--- src/rtl/scan_pkg.sv ---
// Shared types and sizes for the display digit scanner.
package scan_pkg;

    localparam int N_DIGITS = 8;
    localparam int SEL_W    = 3;

    typedef enum logic [1:0] {
        IDLE,
        BLNK,
        SHOW
    } state_t;

endpackage

--- src/rtl/next_digit_finder.sv ---
// Combinational search for the next enabled digit above cur, wrapping.
module next_digit_finder
    import scan_pkg::*;
(
    input  logic [N_DIGITS-1:0] mask,
    input  logic [SEL_W-1:0]    cur,
    output logic [SEL_W-1:0]    nxt,
    output logic                wrap,
    output logic                none
);

    logic [SEL_W:0]          sh;
    logic [2*N_DIGITS-1:0]   dbl;
    logic [N_DIGITS-1:0]     rot;
    logic [SEL_W-1:0]        off;

    always_comb begin
        // rot[0] lines up with digit cur+1, so the lowest set bit is the answer
        sh   = {1'b0, cur} + {{SEL_W{1'b0}}, 1'b1};
        dbl  = {mask, mask} >> sh;
        rot  = dbl[N_DIGITS-1:0];
        off  = '0;
        for (int i = N_DIGITS - 1; i >= 0; i--) begin
            if (rot[i]) off = SEL_W'(i);
        end
        nxt  = cur + off + SEL_W'(1);
        none = ~|mask;
        wrap = !none && (nxt <= cur);
    end

endmodule

--- src/rtl/scan_sequencer.sv ---
// Round-robin digit-select sequencer with dwell and inter-digit blanking.
module scan_sequencer
    import scan_pkg::*;
#(
    parameter int DIV   = 4,
    parameter int BLANK = 1
) (
    input  logic                clk,
    input  logic                rst,
    input  logic                en,
    input  logic [N_DIGITS-1:0] digit_mask,
    output logic [SEL_W-1:0]    sel,
    output logic                blank,
    output logic                frame_done,
    output logic                active
);

    localparam int LEN_MAX = (DIV > BLANK) ? DIV : BLANK;
    localparam int CW      = $clog2(LEN_MAX + 1);
    localparam logic [CW-1:0] DIV_LD   = CW'(DIV);
    localparam logic [CW-1:0] BLANK_LD = CW'(BLANK);
    localparam logic [CW-1:0] ONE      = CW'(1);

    state_t            state, state_n;
    logic [CW-1:0]     cnt, cnt_n;
    logic [SEL_W-1:0]  sel_n;
    logic              blank_n, fd_n, active_n;
    logic [SEL_W-1:0]  cur, nxt;
    logic              wrap, none;

    // From IDLE, searching above the top digit yields the lowest set bit
    assign cur = (state == SHOW) ? sel : SEL_W'(N_DIGITS - 1);

    next_digit_finder u_find (
        .mask (digit_mask),
        .cur  (cur),
        .nxt  (nxt),
        .wrap (wrap),
        .none (none)
    );

    always_comb begin
        state_n  = state;
        cnt_n    = cnt;
        sel_n    = sel;
        blank_n  = blank;
        fd_n     = 1'b0;
        active_n = active;
        unique case (state)
            IDLE: begin
                if (!none) begin
                    state_n  = BLNK;
                    cnt_n    = BLANK_LD;
                    sel_n    = nxt;
                    blank_n  = 1'b1;
                    active_n = 1'b1;
                end
            end
            BLNK: begin
                if (cnt == ONE) begin
                    state_n = SHOW;
                    cnt_n   = DIV_LD;
                    blank_n = 1'b0;
                end else begin
                    cnt_n = cnt - ONE;
                end
            end
            SHOW: begin
                if (cnt != ONE) begin
                    cnt_n = cnt - ONE;
                end else if (none) begin
                    state_n  = IDLE;
                    cnt_n    = '0;
                    sel_n    = '0;
                    blank_n  = 1'b1;
                    active_n = 1'b0;
                end else begin
                    state_n = BLNK;
                    cnt_n   = BLANK_LD;
                    sel_n   = nxt;
                    fd_n    = wrap;
                    blank_n = 1'b1;
                end
            end
            default: begin
                state_n  = IDLE;
                cnt_n    = '0;
                sel_n    = '0;
                blank_n  = 1'b1;
                active_n = 1'b0;
            end
        endcase
        if (!en) begin
            state_n  = IDLE;
            cnt_n    = '0;
            sel_n    = '0;
            blank_n  = 1'b1;
            fd_n     = 1'b0;
            active_n = 1'b0;
        end
    end

    always_ff @(posedge clk) begin
        if (rst) begin
            state      <= IDLE;
            cnt        <= '0;
            sel        <= '0;
            blank      <= 1'b1;
            frame_done <= 1'b0;
            active     <= 1'b0;
        end else begin
            state      <= state_n;
            cnt        <= cnt_n;
            sel        <= sel_n;
            blank      <= blank_n;
            frame_done <= fd_n;
            active     <= active_n;
        end
    end

endmodule

--- config.mk ---
export PLATFORM = sky130hd
export DESIGN_NAME = scan_sequencer
export DESIGN_NICKNAME = d
export VERILOG_FILES = /design/src/rtl/scan_pkg.sv /design/src/rtl/next_digit_finder.sv /design/src/rtl/scan_sequencer.sv
export SDC_FILE = /design/constraint.sdc
export NUM_CORES = 1
export LEC_CHECK = 0
export ABC_AREA = 1
export BUFFER_PORTS_ARGS = -buffer_cell sky130_fd_sc_hd__buf_2
export CAP_MARGIN = 20
export CORE_UTILIZATION = 50
export DETAILED_ROUTE_END_ITERATION = 16
export PLACE_DENSITY_LB_ADDON = 0.08
export SLEW_MARGIN = 15
export SYNTH_ARGS = -nofsm -noshare
export SYNTH_HDL_FRONTEND = slang
export SYNTH_SLANG_ARGS = --single-unit
--- constraint.sdc ---
create_clock -name clk -period 3.8 [get_ports clk]
set_input_delay 1.14 -clock clk [delete_from_list [all_inputs] [get_ports clk]]
set_output_delay 1.14 -clock clk [all_outputs]
set_load 0.01 [all_outputs]
-- Word level (Yosys, flattened, before mapping)
Index checks and enable logic that the tools add are counted.
- bitwise gates (word level): 4
- reduce and logical (&&, ||, !) cells: 8
- multiply operators: 0
- div/mod/pow operators: 0
- order comparisons: 1
- equal/unequal tests: 8
- multiplexer cells: 30
- $add $sub $neg: 4
- shift-type cells: 1
- operators by type and width (cell ; number):
    two-way mux 3 bit ; 15
    case mux 3 bit (3 select lines) ; 2
    >> shifter 16 x 4 -> 8 bit ; 1
    != test 2 bit, second input constant ; 4
    OR reduction 8 bit ; 1
    two-way mux 1 bit ; 7
    two-way mux 2 bit ; 3
    case mux 1 bit (3 select lines) ; 2
    case mux 2 bit (3 select lines) ; 1
    AND reduction 3 bit ; 2
    OR reduction 5 bit ; 1
    adder 3 x 1 -> 4 bit, second input constant ; 1
    inverter 1 bit ; 4
    AND reduction 4 bit ; 1
    adder 3 x 1 -> 3 bit, second input constant ; 1
    adder 3 bit ; 1
    == test 3 x 1 -> 1 bit, second input constant ; 1
    less-or-equal comparator 3 bit ; 1
    != test 3 x 1 -> 1 bit, second input constant ; 1
    subtractor 3 x 1 -> 3 bit, second input constant ; 1
    == test 2 x 1 -> 1 bit, second input constant ; 1
    == test 2 bit, second input constant ; 1
    logical NOT 2 bit ; 1
    OR reduction 2 bit ; 1
    logical AND 1 bit ; 1
- memory bits (writable): 0
- memory bits (read-only): 0
- memories: 0
- input bits: 11
- register bits: 11
- latch bits: 0
- output and inout bits: 6

-- Depth between registers and ports, before layout
Gate-level depths: netlist (run 1).
- depth in word-level cells: 17
- mapped depth: 28
- depth with buffers taken out: 27

-- By module
From an unflattened synthesis (run 1), not the netlist that was laid out.
- cells, all modules: 200
- area total of the unflattened synthesis: 1249.9 um^2
- by module, submodules not included (module ; cells an instance ; area each (um^2) ; seq. area each (um^2) ; times used):
    next_digit_finder ; 108 ; 636.9 ; 0.0 ; 1
    scan_sequencer ; 92 ; 613.1 ; 220.2 ; 1

-- Worst setup path after synthesis (run 1)
Ideal clock, no wire load.
- path type: input to register
- start: input port digit_mask[7]
- end: register frame_done
- setup time: 0.116 ns
- data arrival time: 3.308 ns
- buffers on the path: 0
- stages on the path: 24
- slack: 0.376 ns
- required time: 3.684 ns
- cells stage by stage: nand4_1 > nand2_1 > nand2_1 > nand3_1 > nand2_1 > nand2_1 > nand2_1 > nand2_1 > nand2_1 > nand2_1 > nand2_1 > nand2_1 > ha_1 > inv_1 > fa_1 > xor2_1 > inv_1 > nand3_1 > nand2_1 > inv_1 > ha_1 > nand3b_1 > a32oi_1 > nor2_1
- longest elaborated chain between the ends: 13
- elaborated cells between the ends (all ways): 16
- those cells by class: 2 x add/sub; 1 x order compare; 1 x shift; 8 x mux; 1 x bitwise; 3 x reduce/logical
- RTL lines (item ; line ; RTL):
    from (decl) ; scan_sequencer.sv:11 ; input logic [N_DIGITS-1:0] digit_mask,
    >> shifter 16 x 4 -> 8 bit ; next_digit_finder.sv:20 ; dbl = {mask, mask} >> sh;
    two-way mux 3 bit (8 in series) ; next_digit_finder.sv:24 ; if (rot[i]) off = SEL_W'(i);
    adder 3 bit ; next_digit_finder.sv:26 ; nxt = cur + off + SEL_W'(1);
    adder 3 x 1 -> 3 bit ; next_digit_finder.sv:26 ;
    less-or-equal comparator 3 bit ; next_digit_finder.sv:28 ; wrap = !none && (nxt <= cur);
    logical AND 1 bit ; next_digit_finder.sv:28 ;
    to (signal assigned) ; scan_sequencer.sv:116 ; frame_done <= fd_n;
    to (decl) ; scan_sequencer.sv:14 ; output logic frame_done,
Parallel ways exist; a longest one is shown, timed or not.
A chain may end at the register's enable or synchronous reset.

-- Worst setup path after layout (run 1)
Same ends and word-level chain as after synthesis.

==> report_table.html, run 1 <==
<table>
<tr><th>Metric</th><th>Value</th></tr>
<tr><th colspan="2">Power and ir drop</th></tr>
<tr><td>Switch share</td><td>0.3333</td></tr>
<tr><td>Comb pwr share</td><td>0.292</td></tr>
<tr><td>Pint</td><td>0.0001906 W</td></tr>
<tr><td>Total power density per cell area</td><td>215.4 nW/um^2</td></tr>
<tr><td>Maximum vdd ir drop</td><td>approximately 0.23 mV</td></tr>
<tr><td>Leak pwr</td><td>0.6843 nW</td></tr>
<tr><td>Fraction of power consumed by sequential logic</td><td>0.430</td></tr>
<tr><td>Fraction of power consumed by the clock network</td><td>0.278</td></tr>
<tr><td>Switching power of the nets</td><td>0.00009529 W</td></tr>
<tr><th colspan="2">Min path</th></tr>
<tr><td>Worst Hold Class</td><td>reg -&gt; reg</td></tr>
<tr><th colspan="2">Die</th></tr>
<tr><td>Core outline area</td><td>2276 sq um</td></tr>
<tr><td>Die span in y</td><td>51.62 um</td></tr>
<tr><td>Area of the die</td><td>2665 sq um</td></tr>
<tr><td>Placement row count</td><td>17</td></tr>
<tr><td>Die span in x</td><td>51.62 um</td></tr>
<tr><td>Starting density of the core</td><td>0.5410</td></tr>
<tr><td>I/O pin cnt</td><td>17</td></tr>
<tr><th colspan="2">Worst setup path</th></tr>
<tr><td>CP Capture Type</td><td>flop</td></tr>
<tr><td>Critical path class</td><td>in -&gt; reg</td></tr>
<tr><td>Origin of the critical flop-to-flop path</td><td>state[1]</td></tr>
<tr><td>Critical Path RT</td><td>3960 ps</td></tr>
<tr><td>Critical path launch point type</td><td>primary input</td></tr>
<tr><td>Endpoint of the worst-slack reg-to-reg timing path</td><td>frame_done</td></tr>
<tr><td>Depth of the most critical reg-to-reg path</td><td>24</td></tr>
<tr><td>Signal arrival time at the worst endpoint</td><td>3670 ps</td></tr>
<tr><td>Largest driver fanout on the critical path</td><td>4</td></tr>
<tr><td>Minimum setup slack among reg-to-reg paths</td><td>400 ps</td></tr>
<tr><td>Worst setup path startpoint</td><td>digit_mask[7]</td></tr>
<tr><td>End point of the critical path</td><td>frame_done</td></tr>
<tr><th colspan="2">STA</th></tr>
<tr><td>Maximum operating frequency</td><td>284.9 MHz</td></tr>
<tr><td>Hold_ws</td><td>461.4 ps</td></tr>
<tr><td>Setup repair after global routing missed its margin</td><td>no</td></tr>
<tr><td>Number of failing hold endpoints at the final stage</td><td>0</td></tr>
<tr><td>Worst setup skew after layout</td><td>1.228 ps</td></tr>
<tr><td>Time the worst path needs with I/O delays and setup</td><td>3510 ps</td></tr>
<tr><td>Period utilisation layout</td><td>0.9236</td></tr>
<tr><td>Final setup viols</td><td>0</td></tr>
<tr><td>Transition time of the tightest slew-check pin</td><td>about 450 ps</td></tr>
<tr><td>Slew headroom</td><td>0.6947</td></tr>
<tr><td>Pins over their slew limit</td><td>0</td></tr>
<tr><th colspan="2">Yosys</th></tr>
<tr><td>Yosys warns</td><td>0</td></tr>
<tr><td>Xor and xnor area share after synthesis</td><td>0.01423</td></tr>
<tr><td>Simple-gate portion of the synthesized area</td><td>0.5203</td></tr>
<tr><td>Number of synthesized register bits</td><td>11</td></tr>
<tr><td>Share of cell area taken by muxes after synthesis</td><td>0</td></tr>
<tr><td>Number of cells produced by synthesis</td><td>204</td></tr>
<tr><td>Number of distinct standard cells referenced by the synthesized netlist</td><td>28</td></tr>
<tr><td>Netlist area before placement</td><td>1231 sq um</td></tr>
<tr><td>Mapped Nets</td><td>222</td></tr>
<tr><td>Number of flops mapped to enable cells by yosys</td><td>0</td></tr>
<tr><td>Top flip-flop cell by instance count after synthesis</td><td>sky130_fd_sc_hd__dfxtp_1</td></tr>
<tr><td>Average cell area after synthesis</td><td>6.035 sq um</td></tr>
<tr><td>Seq/Total Area, Yosys</td><td>0.1789</td></tr>
<tr><td>Post-synthesis compound-gate area fraction</td><td>0.09045</td></tr>
<tr><td>Adder-Cell Fraction of Synth Area</td><td>0.07724</td></tr>
<tr><td>Async set-reset flop share out of synthesis</td><td>0</td></tr>
<tr><td>Largest family of logic cells by synthesized area</td><td>simple AND/OR/NAND/NOR gates</td></tr>
<tr><th colspan="2">Global route</th></tr>
<tr><td>Antenna violations before repair</td><td>0</td></tr>
<tr><td>First-pass GRT wire length</td><td>4.988 mm</td></tr>
<tr><td>Global route overflow</td><td>0</td></tr>
<tr><td>Via count of the first global-routing pass</td><td>roughly 1200</td></tr>
<tr><td>Pin count of the biggest net entering global routing</td><td>14</td></tr>
<tr><td>GRT Total Usage</td><td>0.2508</td></tr>
<tr><th colspan="2">CTS</th></tr>
<tr><td>CTS tree</td><td>yes</td></tr>
<tr><td>Hold buffer count at CTS</td><td>0</td></tr>
<tr><td>Buffers from clock root to sink, at most</td><td>2</td></tr>
<tr><td>Clk Latency, worst-skew pair</td><td>270 ps</td></tr>
<tr><td>CTS buffer count</td><td>3</td></tr>
<tr><td>Quantity of gates resized following cts</td><td>0</td></tr>
<tr><td>Maximum level of the CTS H-tree</td><td>1</td></tr>
<tr><td>Clock Root Buffer</td><td>sky130_fd_sc_hd__clkbuf_4</td></tr>
<tr><td>Count of clock tree sinks</td><td>11</td></tr>
<tr><td>Register clock-pin slew on the reported worst setup and hold paths</td><td>70 ps</td></tr>
<tr><td>Number of buffers inserted by post-CTS setup repair</td><td>0</td></tr>
<tr><th colspan="2">Finish</th></tr>
<tr><td>Final standard cell utilization of the core</td><td>0.5833</td></tr>
<tr><td>Net total in the final layout</td><td>239</td></tr>
<tr><td>Layout area overhead</td><td>7.825%</td></tr>
<tr><td>Layout cells sized above 1</td><td>0.1818</td></tr>
<tr><td>Commonest cells after routing, fill and taps aside</td><td>sky130_fd_sc_hd__nand2_1, sky130_fd_sc_hd__nand3_1, sky130_fd_sc_hd__inv_1</td></tr>
<tr><td>Most common cell after layout, fill and taps aside</td><td>sky130_fd_sc_hd__nand2_1</td></tr>
<tr><td>Ant diodes</td><td>0</td></tr>
<tr><td>Number of standard cells in the layout, taps in and fillers out</td><td>248</td></tr>
<tr><th colspan="2">Placement</th></tr>
<tr><td>Final weighted congestion in routability-driven placement</td><td>approximately 0.9</td></tr>
<tr><td>Placed cell count</td><td>244</td></tr>
<tr><td>Half-perimeter wire length after detailed placement</td><td>2.456 mm</td></tr>
<tr><td>Number of I/O port buffers</td><td>16</td></tr>
<tr><th colspan="2">Outcome</th></tr>
<tr><td>Status</td><td>completed</td></tr>
<tr><th colspan="2">Route</th></tr>
<tr><td>Number of DRC markers after the initial detailed-route iteration</td><td>50</td></tr>
<tr><td>Routed wire length</td><td>3.126 mm</td></tr>
<tr><td>DRC errors left</td><td>0</td></tr>
<tr><td>Wl on met1</td><td>~1.4 mm</td></tr>
<tr><td>Number of search-and-repair iterations in the first detailed-routing pass</td><td>4</td></tr>
<tr><td>WL met3</td><td>111 um</td></tr>
<tr><td>Wire length on met2</td><td>1.600 mm</td></tr>
<tr><td>Routed wirelength normalized by instance count</td><td>12.60 um</td></tr>
<tr><td>Via count of the routed design</td><td>1356</td></tr>
<tr><td>Number of nets still failing antenna checks after routing</td><td>0</td></tr>
<tr><td>Ratio of routed vias to standard cells</td><td>5.468</td></tr>
<tr><td>Top layer used by detailed routing</td><td>met4</td></tr>
<tr><th colspan="2">Run</th></tr>
<tr><td>Max-cap check violation count</td><td>0</td></tr>
</table>
==> worst max-delay path: stages <==
cell and delay, ps:
sky130_fd_sc_hd__buf_2 130, sky130_fd_sc_hd__nand4_1 130, sky130_fd_sc_hd__nand2_1 110, sky130_fd_sc_hd__nand2_1 70, sky130_fd_sc_hd__nand3_1 80, sky130_fd_sc_hd__nand2_1 50
sky130_fd_sc_hd__nand2_1 50, sky130_fd_sc_hd__nand2_1 40, sky130_fd_sc_hd__nand2_1 50, sky130_fd_sc_hd__nand2_1 40, sky130_fd_sc_hd__nand2_1 50, sky130_fd_sc_hd__nand2_1 50
sky130_fd_sc_hd__nand2_1 80, sky130_fd_sc_hd__ha_1 140, sky130_fd_sc_hd__inv_1 50, sky130_fd_sc_hd__fa_1 370, sky130_fd_sc_hd__xor2_1 180, sky130_fd_sc_hd__inv_1 70
sky130_fd_sc_hd__nand3_1 90, sky130_fd_sc_hd__nand2_1 80, sky130_fd_sc_hd__inv_1 40, sky130_fd_sc_hd__ha_1 300, sky130_fd_sc_hd__nand3b_1 80, sky130_fd_sc_hd__a32oi_1 150
sky130_fd_sc_hd__nor2_1 60
==> synthesized netlist by cell type (2+ instances only) <==
cell / number / area, sq um
sky130_fd_sc_hd__nor2_1: 19 / 71.32
sky130_fd_sc_hd__o21ai_0: 5 / 25.02
sky130_fd_sc_hd__ha_1: 6 / 75.07
sky130_fd_sc_hd__buf_6: 4 / 45.04
sky130_fd_sc_hd__nor2_4: 2 / 22.52
sky130_fd_sc_hd__nor2_2: 2 / 12.51
sky130_fd_sc_hd__nand3_2: 5 / 50.05
sky130_fd_sc_hd__nand2_4: 2 / 22.52
sky130_fd_sc_hd__dfxtp_1: 11 / 220.2
sky130_fd_sc_hd__nand2_2: 6 / 37.54
sky130_fd_sc_hd__a31oi_1: 2 / 12.51
sky130_fd_sc_hd__nand3_1: 32 / 160.2
sky130_fd_sc_hd__inv_2: 3 / 11.26
sky130_fd_sc_hd__nand2_1: 65 / 244.0
sky130_fd_sc_hd__a21oi_1: 5 / 25.02
sky130_fd_sc_hd__xor2_1: 2 / 17.52
sky130_fd_sc_hd__inv_1: 22 / 82.58
==> per-stage QoR <==
step                worst slack, ps  total power [W]  area (sq um)  TNS (ps)
global route                  6.772        0.0003042          1328         0
CTS                           265.4        0.0002888          1328         0
global placement              70.86        0.0002057          1301         0
detailed placement           -13.20        0.0002080          1301    -13.20
finish                        290.1        0.0002859          1328         0
floorplan                     375.8        0.0001851          1231         0
==> routing by layer <==
metal,vias up,track usage
li1,697,-
met4,0,0.09459
met3,6,0.008772
met1,615,0.3020
met5,-,0
met2,38,0.4654
==> sequential cells by signal, indices dropped and copies added, names as in the netlist <==
register    flops
cnt             3
sel             3
state           2
active          1
blank           1
frame_done      1
==> worst min path at each step <==
stage               cells after the start  slack [ps]     end   start
detailed placement                      2         450   blank   blank
global route                            2         490  sel[2]  sel[2]
global placement                        2         440   blank   blank
finish                                  2         460   blank   blank
CTS                                     2         460   blank   blank
floorplan                               2         440  cnt[1]  cnt[1]
==> cell families (layout without fill, tap and decap cells) <==
| logic type | after synthesis | count (layout) |
|---|---|---|
| AO/OA/AOI/OAI | 18 | 18 |
| AND/OR/NAND/NOR | 136 | 136 |
| XOR/XNOR | 2 | 2 |
| adder cells (fa/ha/maj) | 7 | 7 |
| flip-flops | 11 | 11 |
| buffers and inverters | 30 | 46 |
==> power groups by stage <==
| stage | clock [W] | combinational [W] | sequential, W |
|---|---|---|---|
| global route | 0.0000873 | 0.0000936 | 0.000123 |
| CTS | 0.0000830 | 0.0000830 | 0.000123 |
| floorplan | 0 | 0.0000591 | 0.000126 |
| finish | 0.0000795 | 0.0000836 | 0.000123 |
| global placement | 0 | 0.0000805 | 0.000125 |
| detailed placement | 0 | 0.0000825 | 0.000125 |
==> area by class of cell <==
type	count	area (sq um)
Sequential cell	11	220.2
Multi-Input combinational cell	163	864.6
Fill cell	235	948.4
Clock buffer	4	26.28
Timing Repair Buffer	17	87.58
Tap cell	28	35.03
Inverter	25	93.84
No activity file was read; power rests on OpenSTA's default activity.
==> run 2, diff against run 1 <==
--- a/config.mk
+++ b/config.mk
@@ -8,7 +8,10 @@
 export ABC_AREA = 1
 export BUFFER_PORTS_ARGS = -buffer_cell sky130_fd_sc_hd__buf_2
 export CAP_MARGIN = 20
-export CORE_UTILIZATION = 50
+export CELL_PAD_IN_SITES_DETAIL_PLACEMENT = 0
+export CELL_PAD_IN_SITES_GLOBAL_PLACEMENT = 1
+export CORE_ASPECT_RATIO = 0.5
+export CORE_UTILIZATION = 39
 export DETAILED_ROUTE_END_ITERATION = 16
 export PLACE_DENSITY_LB_ADDON = 0.08
 export SLEW_MARGIN = 15
==> report_table.html, run 2 (synthesized netlist as in run 1, its figures left out) <==
<table>
<tr><th>Metric</th><th>Value</th></tr>
<tr><th colspan="2">Power and ir drop</th></tr>
<tr><td>Total power density per cell area</td><td>235.1 nW/um^2</td></tr>
<tr><td>Leak pwr</td><td>slightly below 0.7 nW</td></tr>
<tr><td>Power after layout</td><td>0.0003256 W</td></tr>
<tr><td>Maximum vdd ir drop</td><td>approximately 0.17 mV</td></tr>
<tr><th colspan="2">Worst setup path</th></tr>
<tr><td>Largest driver fanout on the critical path</td><td>4</td></tr>
<tr><td>Critical Path RT</td><td>3930 ps</td></tr>
<tr><td>Cells along the critical path</td><td>buf_2, nand4_1, nand3_1, nand3_1, nand2_1, inv_1, nand2_1, nand2_1, nand2_1, nand2_1, nand2_2, ha_1, inv_1, fa_1, xor2_1, inv_1, nand3_2, nand2_1, inv_1, ha_4, nand3b_1, a32oi_2, nor2_1</td></tr>
<tr><td>Cell with the largest stage delay on the worst path</td><td>sky130_fd_sc_hd__fa_1</td></tr>
<tr><td>Critical path class</td><td>in -&gt; reg</td></tr>
<tr><td>Critical path launch point type</td><td>primary input</td></tr>
<tr><td>Crit-path most repeated cell</td><td>sky130_fd_sc_hd__nand2_1</td></tr>
<tr><td>Signal arrival time at the worst endpoint</td><td>3690 ps</td></tr>
<tr><td>CP Capture Type</td><td>flop</td></tr>
<tr><td>Slowest Stage Delay on Critical Path</td><td>roughly 360 ps</td></tr>
<tr><th colspan="2">Die</th></tr>
<tr><td>Die span in y</td><td>approximately 42 um</td></tr>
<tr><td>Area of the die</td><td>3399 sq um</td></tr>
<tr><td>Core outline area</td><td>2781 sq um</td></tr>
<tr><td>Placement row count</td><td>13</td></tr>
<tr><td>Die span in x</td><td>81.46 um</td></tr>
<tr><td>I/O pin cnt</td><td>17</td></tr>
<tr><td>Starting density of the core</td><td>0.4426</td></tr>
<tr><th colspan="2">STA</th></tr>
<tr><td>Maximum operating frequency</td><td>280.2 MHz</td></tr>
<tr><td>Time the worst path needs with I/O delays and setup</td><td>3569 ps</td></tr>
<tr><td>Transition time of the tightest slew-check pin</td><td>352.1 ps</td></tr>
<tr><td>Post-Route Setup TNS</td><td>0 ps</td></tr>
<tr><td>Worst setup skew after layout</td><td>2.555 ps</td></tr>
<tr><td>Pins over their slew limit</td><td>0</td></tr>
<tr><td>Final setup viols</td><td>0</td></tr>
<tr><td>Number of failing hold endpoints at the final stage</td><td>0</td></tr>
<tr><td>Period utilisation layout</td><td>0.9391</td></tr>
<tr><td>Slew headroom</td><td>0.7631</td></tr>
<tr><th colspan="2">Finish</th></tr>
<tr><td>Footprint of the multi-input gates</td><td>892.1 sq um</td></tr>
<tr><td>Largest registers ranked by flip-flop count</td><td>cnt: 3 flops, sel: 3 flops, state: 2 flops</td></tr>
<tr><td>Commonest cells after routing, fill and taps aside</td><td>sky130_fd_sc_hd__nand2_1, sky130_fd_sc_hd__nand3_1, sky130_fd_sc_hd__inv_1</td></tr>
<tr><td>Net total in the final layout</td><td>239</td></tr>
<tr><td>Final design instance area without fill</td><td>approximately 1400 sq um</td></tr>
<tr><td>Ant diodes</td><td>0</td></tr>
<tr><td>Combined flip-flop and latch cell area</td><td>220.2 sq um</td></tr>
<tr><td>Final standard cell utilization of the core</td><td>0.4980</td></tr>
<tr><td>Most common cell after layout, fill and taps aside</td><td>sky130_fd_sc_hd__nand2_1</td></tr>
<tr><td>Layout cells sized above 1</td><td>0.2000</td></tr>
<tr><td>Total of fill cells in the finished design</td><td>about 310</td></tr>
<tr><td>Layout area overhead</td><td>12.50%</td></tr>
<tr><th colspan="2">CTS</th></tr>
<tr><td>Register clock-pin slew on the reported worst setup and hold paths</td><td>50 ps</td></tr>
<tr><td>CTS buffer count</td><td>3</td></tr>
<tr><td>CTS tree</td><td>yes</td></tr>
<tr><td>Maximum level of the CTS H-tree</td><td>1</td></tr>
<tr><td>Count of clock tree sinks</td><td>11</td></tr>
<tr><td>Number of buffers inserted by post-CTS setup repair</td><td>0</td></tr>
<tr><td>Clk Latency, worst-skew pair</td><td>240 ps</td></tr>
<tr><td>Buffers from clock root to sink, at most</td><td>2</td></tr>
<tr><td>Clock Root Buffer</td><td>sky130_fd_sc_hd__clkbuf_8</td></tr>
<tr><th colspan="2">Global route</th></tr>
<tr><td>Antenna violations before repair</td><td>0</td></tr>
<tr><td>First-pass GRT wire length</td><td>4.905 mm</td></tr>
<tr><td>Via count of the first global-routing pass</td><td>1116</td></tr>
<tr><td>Global route overflow</td><td>0</td></tr>
<tr><td>Pin count of the biggest net entering global routing</td><td>14</td></tr>
<tr><td>GRT Total Usage</td><td>0.1849</td></tr>
<tr><th colspan="2">Route</th></tr>
<tr><td>Number of nets still failing antenna checks after routing</td><td>0</td></tr>
<tr><td>Number of DRC markers after the initial detailed-route iteration</td><td>slightly below 80</td></tr>
<tr><td>Routed wire length</td><td>roughly 3.1 mm</td></tr>
<tr><td>DRC errors left</td><td>0</td></tr>
<tr><td>Number of search-and-repair iterations in the first detailed-routing pass</td><td>5</td></tr>
<tr><td>Routed wirelength normalized by instance count</td><td>11.89 um</td></tr>
<tr><td>Via count of the routed design</td><td>between 1000 and 1500</td></tr>
<tr><td>Ratio of routed vias to standard cells</td><td>roughly 5.2</td></tr>
<tr><th colspan="2">Placement</th></tr>
<tr><td>Final weighted congestion in routability-driven placement</td><td>approximately 0.8</td></tr>
<tr><td>Placed instance area</td><td>1313 sq um</td></tr>
<tr><td>Number of I/O port buffers</td><td>16</td></tr>
<tr><td>Half-perimeter wire length after detailed placement</td><td>~2.4 mm</td></tr>
<tr><th colspan="2">Outcome</th></tr>
<tr><td>Status</td><td>completed</td></tr>
<tr><th colspan="2">Min path</th></tr>
<tr><td>Worst Hold Class</td><td>reg -&gt; reg</td></tr>
<tr><th colspan="2">Run</th></tr>
<tr><td>Max-cap check violation count</td><td>0</td></tr>
</table>
==> run 2: path summary, 6_finish.rpt <==
check	from	endpoint	slack (ps)	cells after the start
min reg2reg	blank	blank	450	2
max reg2reg	state[1]	frame_done	340	24
min	blank	blank	450	2
max	digit_mask[7]	frame_done	230	23
==> run 2: repair_timing <==
action	in CTS	in global routing
hold buffers	0	0
resized for setup	0	4
setup endpoints to repair	0	1
==> run 2: metal layers <==
metal	wire [um]	GRT usage	up-vias
met4	27	0.05357	0
met3	127	0.01978	5
met5	0	0	-
li1	-	-	701
met1	1599	0.2608	588
met2	1302	0.2933	33
==> run 2: metrics by stage <==
stage | hold WS [ps] | cells | worst slack [ps]
floorplan | 439.2 | 204 | 375.8
CTS | 459.1 | 257 | 189.4
finish | 453.0 | 257 | 231.4
detailed placement | 449.3 | 253 | -52.44
global route | 481.7 | 257 | -14.51
global placement | 435.1 | 253 | -5.768
==> run 2: power by group <==
part | internal [W] | switching [W] | total (W) | leakage (nW)
Clock | 0.0000736 | 0.0000436 | 0.000117 | 0.0228
Combinational | 0.0000315 | 0.0000539 | 0.0000854 | 0.578
Sequential | 0.000120 | 0.00000307 | 0.000123 | 0.0896
Total | 0.000225 | 0.000101 | 0.000326 | 0.690
==> run 2: worst max-delay path: cells and delay by family <==
| kind | cells | cell delay [ps] |
|---|---|---|
| XOR/XNOR | 1 | 180 |
| buffers and inverters | 5 | 350 |
| AND/OR/NAND/NOR | 13 | 1030 |
| adder cells (fa/ha/maj) | 3 | 780 |
| AO/OA/AOI/OAI | 1 | 200 |
==> run 2: area by class of cell <==
type / instances / area share
Multi-Input combinational cell: 163 / 0.6441
Sequential cell: 11 / 0.1590
Inverter: 25 / 0.06775
Timing Repair Buffer: 17 / 0.06323
Tap cell: 37 / 0.03342
Clock buffer: 4 / 0.03252
==> run 3, diff against run 2 <==
--- a/config.mk
+++ b/config.mk
@@ -11,10 +11,11 @@
 export CELL_PAD_IN_SITES_DETAIL_PLACEMENT = 0
 export CELL_PAD_IN_SITES_GLOBAL_PLACEMENT = 1
 export CORE_ASPECT_RATIO = 0.5
-export CORE_UTILIZATION = 39
+export CORE_UTILIZATION = 40
 export DETAILED_ROUTE_END_ITERATION = 16
 export PLACE_DENSITY_LB_ADDON = 0.08
 export SLEW_MARGIN = 15
 export SYNTH_ARGS = -nofsm -noshare
 export SYNTH_HDL_FRONTEND = slang
+export SYNTH_HIERARCHICAL = 1
 export SYNTH_SLANG_ARGS = --single-unit
==> report_table.html, run 3 <==
<table>
<tr><th>Metric</th><th>Value</th></tr>
<tr><th colspan="2">Outcome</th></tr>
<tr><td>Status</td><td>completed</td></tr>
<tr><th colspan="2">CTS</th></tr>
<tr><td>Maximum level of the CTS H-tree</td><td>1</td></tr>
<tr><td>Clk Latency, worst-skew pair</td><td>240 ps</td></tr>
<tr><td>CTS buffer count</td><td>3</td></tr>
<tr><td>Buffers from clock root to sink, at most</td><td>2</td></tr>
<tr><td>Hold buffer count at CTS</td><td>0</td></tr>
<tr><td>CTS tree</td><td>yes</td></tr>
<tr><td>Register clock-pin slew on the reported worst setup and hold paths</td><td>about 50 ps</td></tr>
<tr><td>Clock Root Buffer</td><td>sky130_fd_sc_hd__clkbuf_8</td></tr>
<tr><td>Count of clock tree sinks</td><td>11</td></tr>
<tr><th colspan="2">Worst setup path</th></tr>
<tr><td>Critical path class</td><td>in -&gt; reg</td></tr>
<tr><td>Minimum setup slack among reg-to-reg paths</td><td>260 ps</td></tr>
<tr><td>Slowest Stage Delay on Critical Path</td><td>390 ps</td></tr>
<tr><td>Crit-path most repeated cell</td><td>sky130_fd_sc_hd__nand2_1</td></tr>
<tr><td>Cell with the largest stage delay on the worst path</td><td>sky130_fd_sc_hd__fa_2</td></tr>
<tr><td>Depth of the most critical reg-to-reg path</td><td>28</td></tr>
<tr><td>Largest driver fanout on the critical path</td><td>3</td></tr>
<tr><td>Endpoint of the worst-slack reg-to-reg timing path</td><td>frame_done</td></tr>
<tr><td>Critical path launch point type</td><td>primary input</td></tr>
<tr><td>Signal arrival time at the worst endpoint</td><td>approximately 3800 ps</td></tr>
<tr><td>Buf/Inv on CP</td><td>5</td></tr>
<tr><td>Top Family by Delay on Critical Path</td><td>simple AND/OR/NAND/NOR gates</td></tr>
<tr><td>Origin of the critical flop-to-flop path</td><td>state[0]</td></tr>
<tr><td>Critical Path RT</td><td>3980 ps</td></tr>
<tr><td>Cell count along the critical path</td><td>25</td></tr>
<tr><td>CP Capture Type</td><td>flop</td></tr>
<tr><td>Worst setup path startpoint</td><td>digit_mask[2]</td></tr>
<tr><td>End point of the critical path</td><td>frame_done</td></tr>
<tr><th colspan="2">Min path</th></tr>
<tr><td>Worst Hold Class</td><td>reg -&gt; reg</td></tr>
<tr><th colspan="2">STA</th></tr>
<tr><td>Setup repair after global routing missed its margin</td><td>yes</td></tr>
<tr><td>Transition time of the tightest slew-check pin</td><td>about 360 ps</td></tr>
<tr><td>Number of failing hold endpoints at the final stage</td><td>0</td></tr>
<tr><td>Final worst-path setup slack</td><td>171.1 ps</td></tr>
<tr><td>Hold_ws</td><td>445.0 ps</td></tr>
<tr><td>Maximum operating frequency</td><td>275.6 MHz</td></tr>
<tr><td>Final setup viols</td><td>0</td></tr>
<tr><td>Time the worst path needs with I/O delays and setup</td><td>3629 ps</td></tr>
<tr><td>Worst setup skew after layout</td><td>2.568 ps</td></tr>
<tr><td>Slew headroom</td><td>0.7577</td></tr>
<tr><td>Pins over their slew limit</td><td>0</td></tr>
<tr><td>Period utilisation layout</td><td>0.9550</td></tr>
<tr><th colspan="2">Yosys</th></tr>
<tr><td>Largest family of logic cells by synthesized area</td><td>simple AND/OR/NAND/NOR gates</td></tr>
<tr><td>Synth area leader</td><td>sky130_fd_sc_hd__nand2_1</td></tr>
<tr><td>Largest cells by area after synthesis</td><td>sky130_fd_sc_hd__nand2_1, sky130_fd_sc_hd__dfxtp_1, sky130_fd_sc_hd__nand3_1</td></tr>
<tr><td>Top flip-flop cell by instance count after synthesis</td><td>sky130_fd_sc_hd__dfxtp_1</td></tr>
<tr><td>Simple-gate portion of the synthesized area</td><td>0.5205</td></tr>
<tr><td>Number of cells produced by synthesis</td><td>200</td></tr>
<tr><td>Adder-Cell Fraction of Synth Area</td><td>0.07608</td></tr>
<tr><td>Dominant cell by count in the synthesized netlist</td><td>sky130_fd_sc_hd__nand2_1</td></tr>
<tr><td>Share of cell area taken by muxes after synthesis</td><td>0</td></tr>
<tr><td>Average cell area after synthesis</td><td>6.250 sq um</td></tr>
<tr><td>Async set-reset flop share out of synthesis</td><td>0</td></tr>
<tr><td>Mapped Nets</td><td>~220</td></tr>
<tr><td>Number of distinct standard cells referenced by the synthesized netlist</td><td>31</td></tr>
<tr><td>Share of Yosys cell area claimed by the top area cell type</td><td>0.2072</td></tr>
<tr><td>Netlist area before placement</td><td>1250 sq um</td></tr>
<tr><td>Number of flops mapped to enable cells by yosys</td><td>0</td></tr>
<tr><td>Number of synthesized register bits</td><td>11</td></tr>
<tr><td>Post-synthesis compound-gate area fraction</td><td>0.09510</td></tr>
<tr><td>Yosys warns</td><td>6</td></tr>
<tr><td>Commonest cells in the synthesized netlist</td><td>sky130_fd_sc_hd__nand2_1, sky130_fd_sc_hd__nand3_1, sky130_fd_sc_hd__inv_1</td></tr>
<tr><td>Seq/Total Area, Yosys</td><td>0.1762</td></tr>
<tr><td>Xor and xnor area share after synthesis</td><td>0.007007</td></tr>
<tr><th colspan="2">Global route</th></tr>
<tr><td>Antenna violations before repair</td><td>0</td></tr>
<tr><td>Global route overflow</td><td>0</td></tr>
<tr><td>Pin count of the biggest net entering global routing</td><td>12</td></tr>
<tr><td>GRT Total Usage</td><td>0.1792</td></tr>
<tr><td>Via count of the first global-routing pass</td><td>~1100</td></tr>
<tr><td>First-pass GRT wire length</td><td>4.795 mm</td></tr>
<tr><th colspan="2">Placement</th></tr>
<tr><td>Number of I/O port buffers</td><td>16</td></tr>
<tr><td>Placed cell count</td><td>263</td></tr>
<tr><td>Placement Setup Slack</td><td>-127.1 ps</td></tr>
<tr><td>Placed instance area</td><td>roughly 1400 sq um</td></tr>
<tr><td>Final weighted congestion in routability-driven placement</td><td>0.7719</td></tr>
<tr><td>Half-perimeter wire length after detailed placement</td><td>between 2 and 2.5 mm</td></tr>
<tr><th colspan="2">Finish</th></tr>
<tr><td>Total of fill cells in the finished design</td><td>around 270</td></tr>
<tr><td>Most common cell after layout, fill and taps aside</td><td>sky130_fd_sc_hd__nand2_1</td></tr>
<tr><td>Net total in the final layout</td><td>253</td></tr>
<tr><td>Layout cells sized above 1</td><td>0.4017</td></tr>
<tr><td>Final design instance area without fill</td><td>1672 sq um</td></tr>
<tr><td>Largest registers ranked by flip-flop count</td><td>cnt: 3 flops, sel: 3 flops, state: 2 flops</td></tr>
<tr><td>Number of standard cells in the layout, taps in and fillers out</td><td>271</td></tr>
<tr><td>Footprint of the multi-input gates</td><td>between 900 and 1000 sq um</td></tr>
<tr><td>Ant diodes</td><td>0</td></tr>
<tr><td>Layout area overhead</td><td>33.73%</td></tr>
<tr><td>Combined flip-flop and latch cell area</td><td>220.2 sq um</td></tr>
<tr><td>Commonest cells after routing, fill and taps aside</td><td>sky130_fd_sc_hd__nand2_1, sky130_fd_sc_hd__buf_4, sky130_fd_sc_hd__inv_1</td></tr>
<tr><th colspan="2">Route</th></tr>
<tr><td>Number of nets still failing antenna checks after routing</td><td>0</td></tr>
<tr><td>Routed wire length</td><td>3.007 mm</td></tr>
<tr><td>Routed wirelength normalized by instance count</td><td>11.10 um</td></tr>
<tr><td>Ratio of routed vias to standard cells</td><td>roughly 4.9</td></tr>
<tr><td>DRC errors left</td><td>0</td></tr>
<tr><td>Number of search-and-repair iterations in the first detailed-routing pass</td><td>5</td></tr>
<tr><td>Number of DRC markers after the initial detailed-route iteration</td><td>47</td></tr>
<tr><td>Via count of the routed design</td><td>roughly 1300</td></tr>
<tr><th colspan="2">Die</th></tr>
<tr><td>I/O pin cnt</td><td>17</td></tr>
<tr><td>Area of the die</td><td>3366 sq um</td></tr>
<tr><td>Die span in x</td><td>between 80 and 90 um</td></tr>
<tr><td>Die span in y</td><td>approximately 42 um</td></tr>
<tr><td>Placement row count</td><td>13</td></tr>
<tr><td>Core outline area</td><td>approximately 2800 sq um</td></tr>
<tr><td>Starting density of the core</td><td>0.4494</td></tr>
<tr><th colspan="2">Power and ir drop</th></tr>
<tr><td>Total power density per cell area</td><td>around 210 nW/um^2</td></tr>
<tr><td>Leak pwr</td><td>approximately 0.85 nW</td></tr>
<tr><td>Maximum vdd ir drop</td><td>0.2170 mV</td></tr>
<tr><th colspan="2">Run</th></tr>
<tr><td>Max-cap check violation count</td><td>0</td></tr>
</table>
## run 3: cell type report
class / instances / share of cell area
multi-input cells: 159 / 0.5981
repair buffers: 34 / 0.1542
flip-flops and latches: 11 / 0.1317
inverters: 26 / 0.06138
well taps: 37 / 0.02769
clock buffers: 4 / 0.02695
## run 3: layer usage
layer	up-vias	part of all wire	wire length, um	global-route usage
met3	2	0.038	114	0.02637
li1	702	-	-	-
met4	0	0.0070	21	0.04286
met1	596	0.50	1514	0.2550
met5	-	0	0	0
met2	28	0.45	1357	0.2824
## run 3: power by group
part	internal, W	total [W]	switching, W
Sequential	0.000120	0.000124	0.00000354
Combinational	0.0000513	0.000114	0.0000623
Clock	0.0000738	0.000120	0.0000460
Total	0.000245	0.000357	0.000112
## run 3: worst reg2reg max path: cells and delay by family, from the launching register on
family | cells | cell delay [ps]
AO/OA/AOI/OAI | 3 | 410
XOR/XNOR | 1 | 170
adder cells (fa/ha/maj) | 3 | 760
buffers and inverters | 4 | 490
flip-flops | 1 | 460
AND/OR/NAND/NOR | 17 | 1200
## run 3: kinds of logic after synthesis
| family | after synthesis |
|---|---|
| compound gates | 19 |
| xor+xnor | 1 |
| fa+ha+maj | 7 |
| buf+inv | 30 |
| flops | 11 |
| simple gates | 132 |
## run 3: repair_timing
item | in CTS | in global routing
setup buffers | 0 | 4
endpoints found under the hold margin | 0 | 0
setup endpoints to repair | 0 | 1
gates resized for setup | 0 | 49
## run 3: how the worst min path moves through the flow
stage                start      to  slack [ps]  depth (start not counted)
global route         blank   blank         470                          2
floorplan           cnt[1]  cnt[1]         460                          2
detailed placement   blank   blank         430                          2
CTS                  blank   blank         450                          2
global placement     blank   blank         430                          2
finish               blank   blank         440                          2
## run 3: metrics by stage
step | total power (W) | TNS, ps | utilization
after floorplan | 0.0001886 | 0 | -
after global placement | 0.0002202 | -126.2 | 0.5124
after detailed placement | 0.0002209 | -127.1 | 0.5124
after CTS | 0.0003437 | 0 | 0.5286
after global routing | 0.0003810 | -80.25 | 0.6010
final | 0.0003569 | 0 | 0.6010
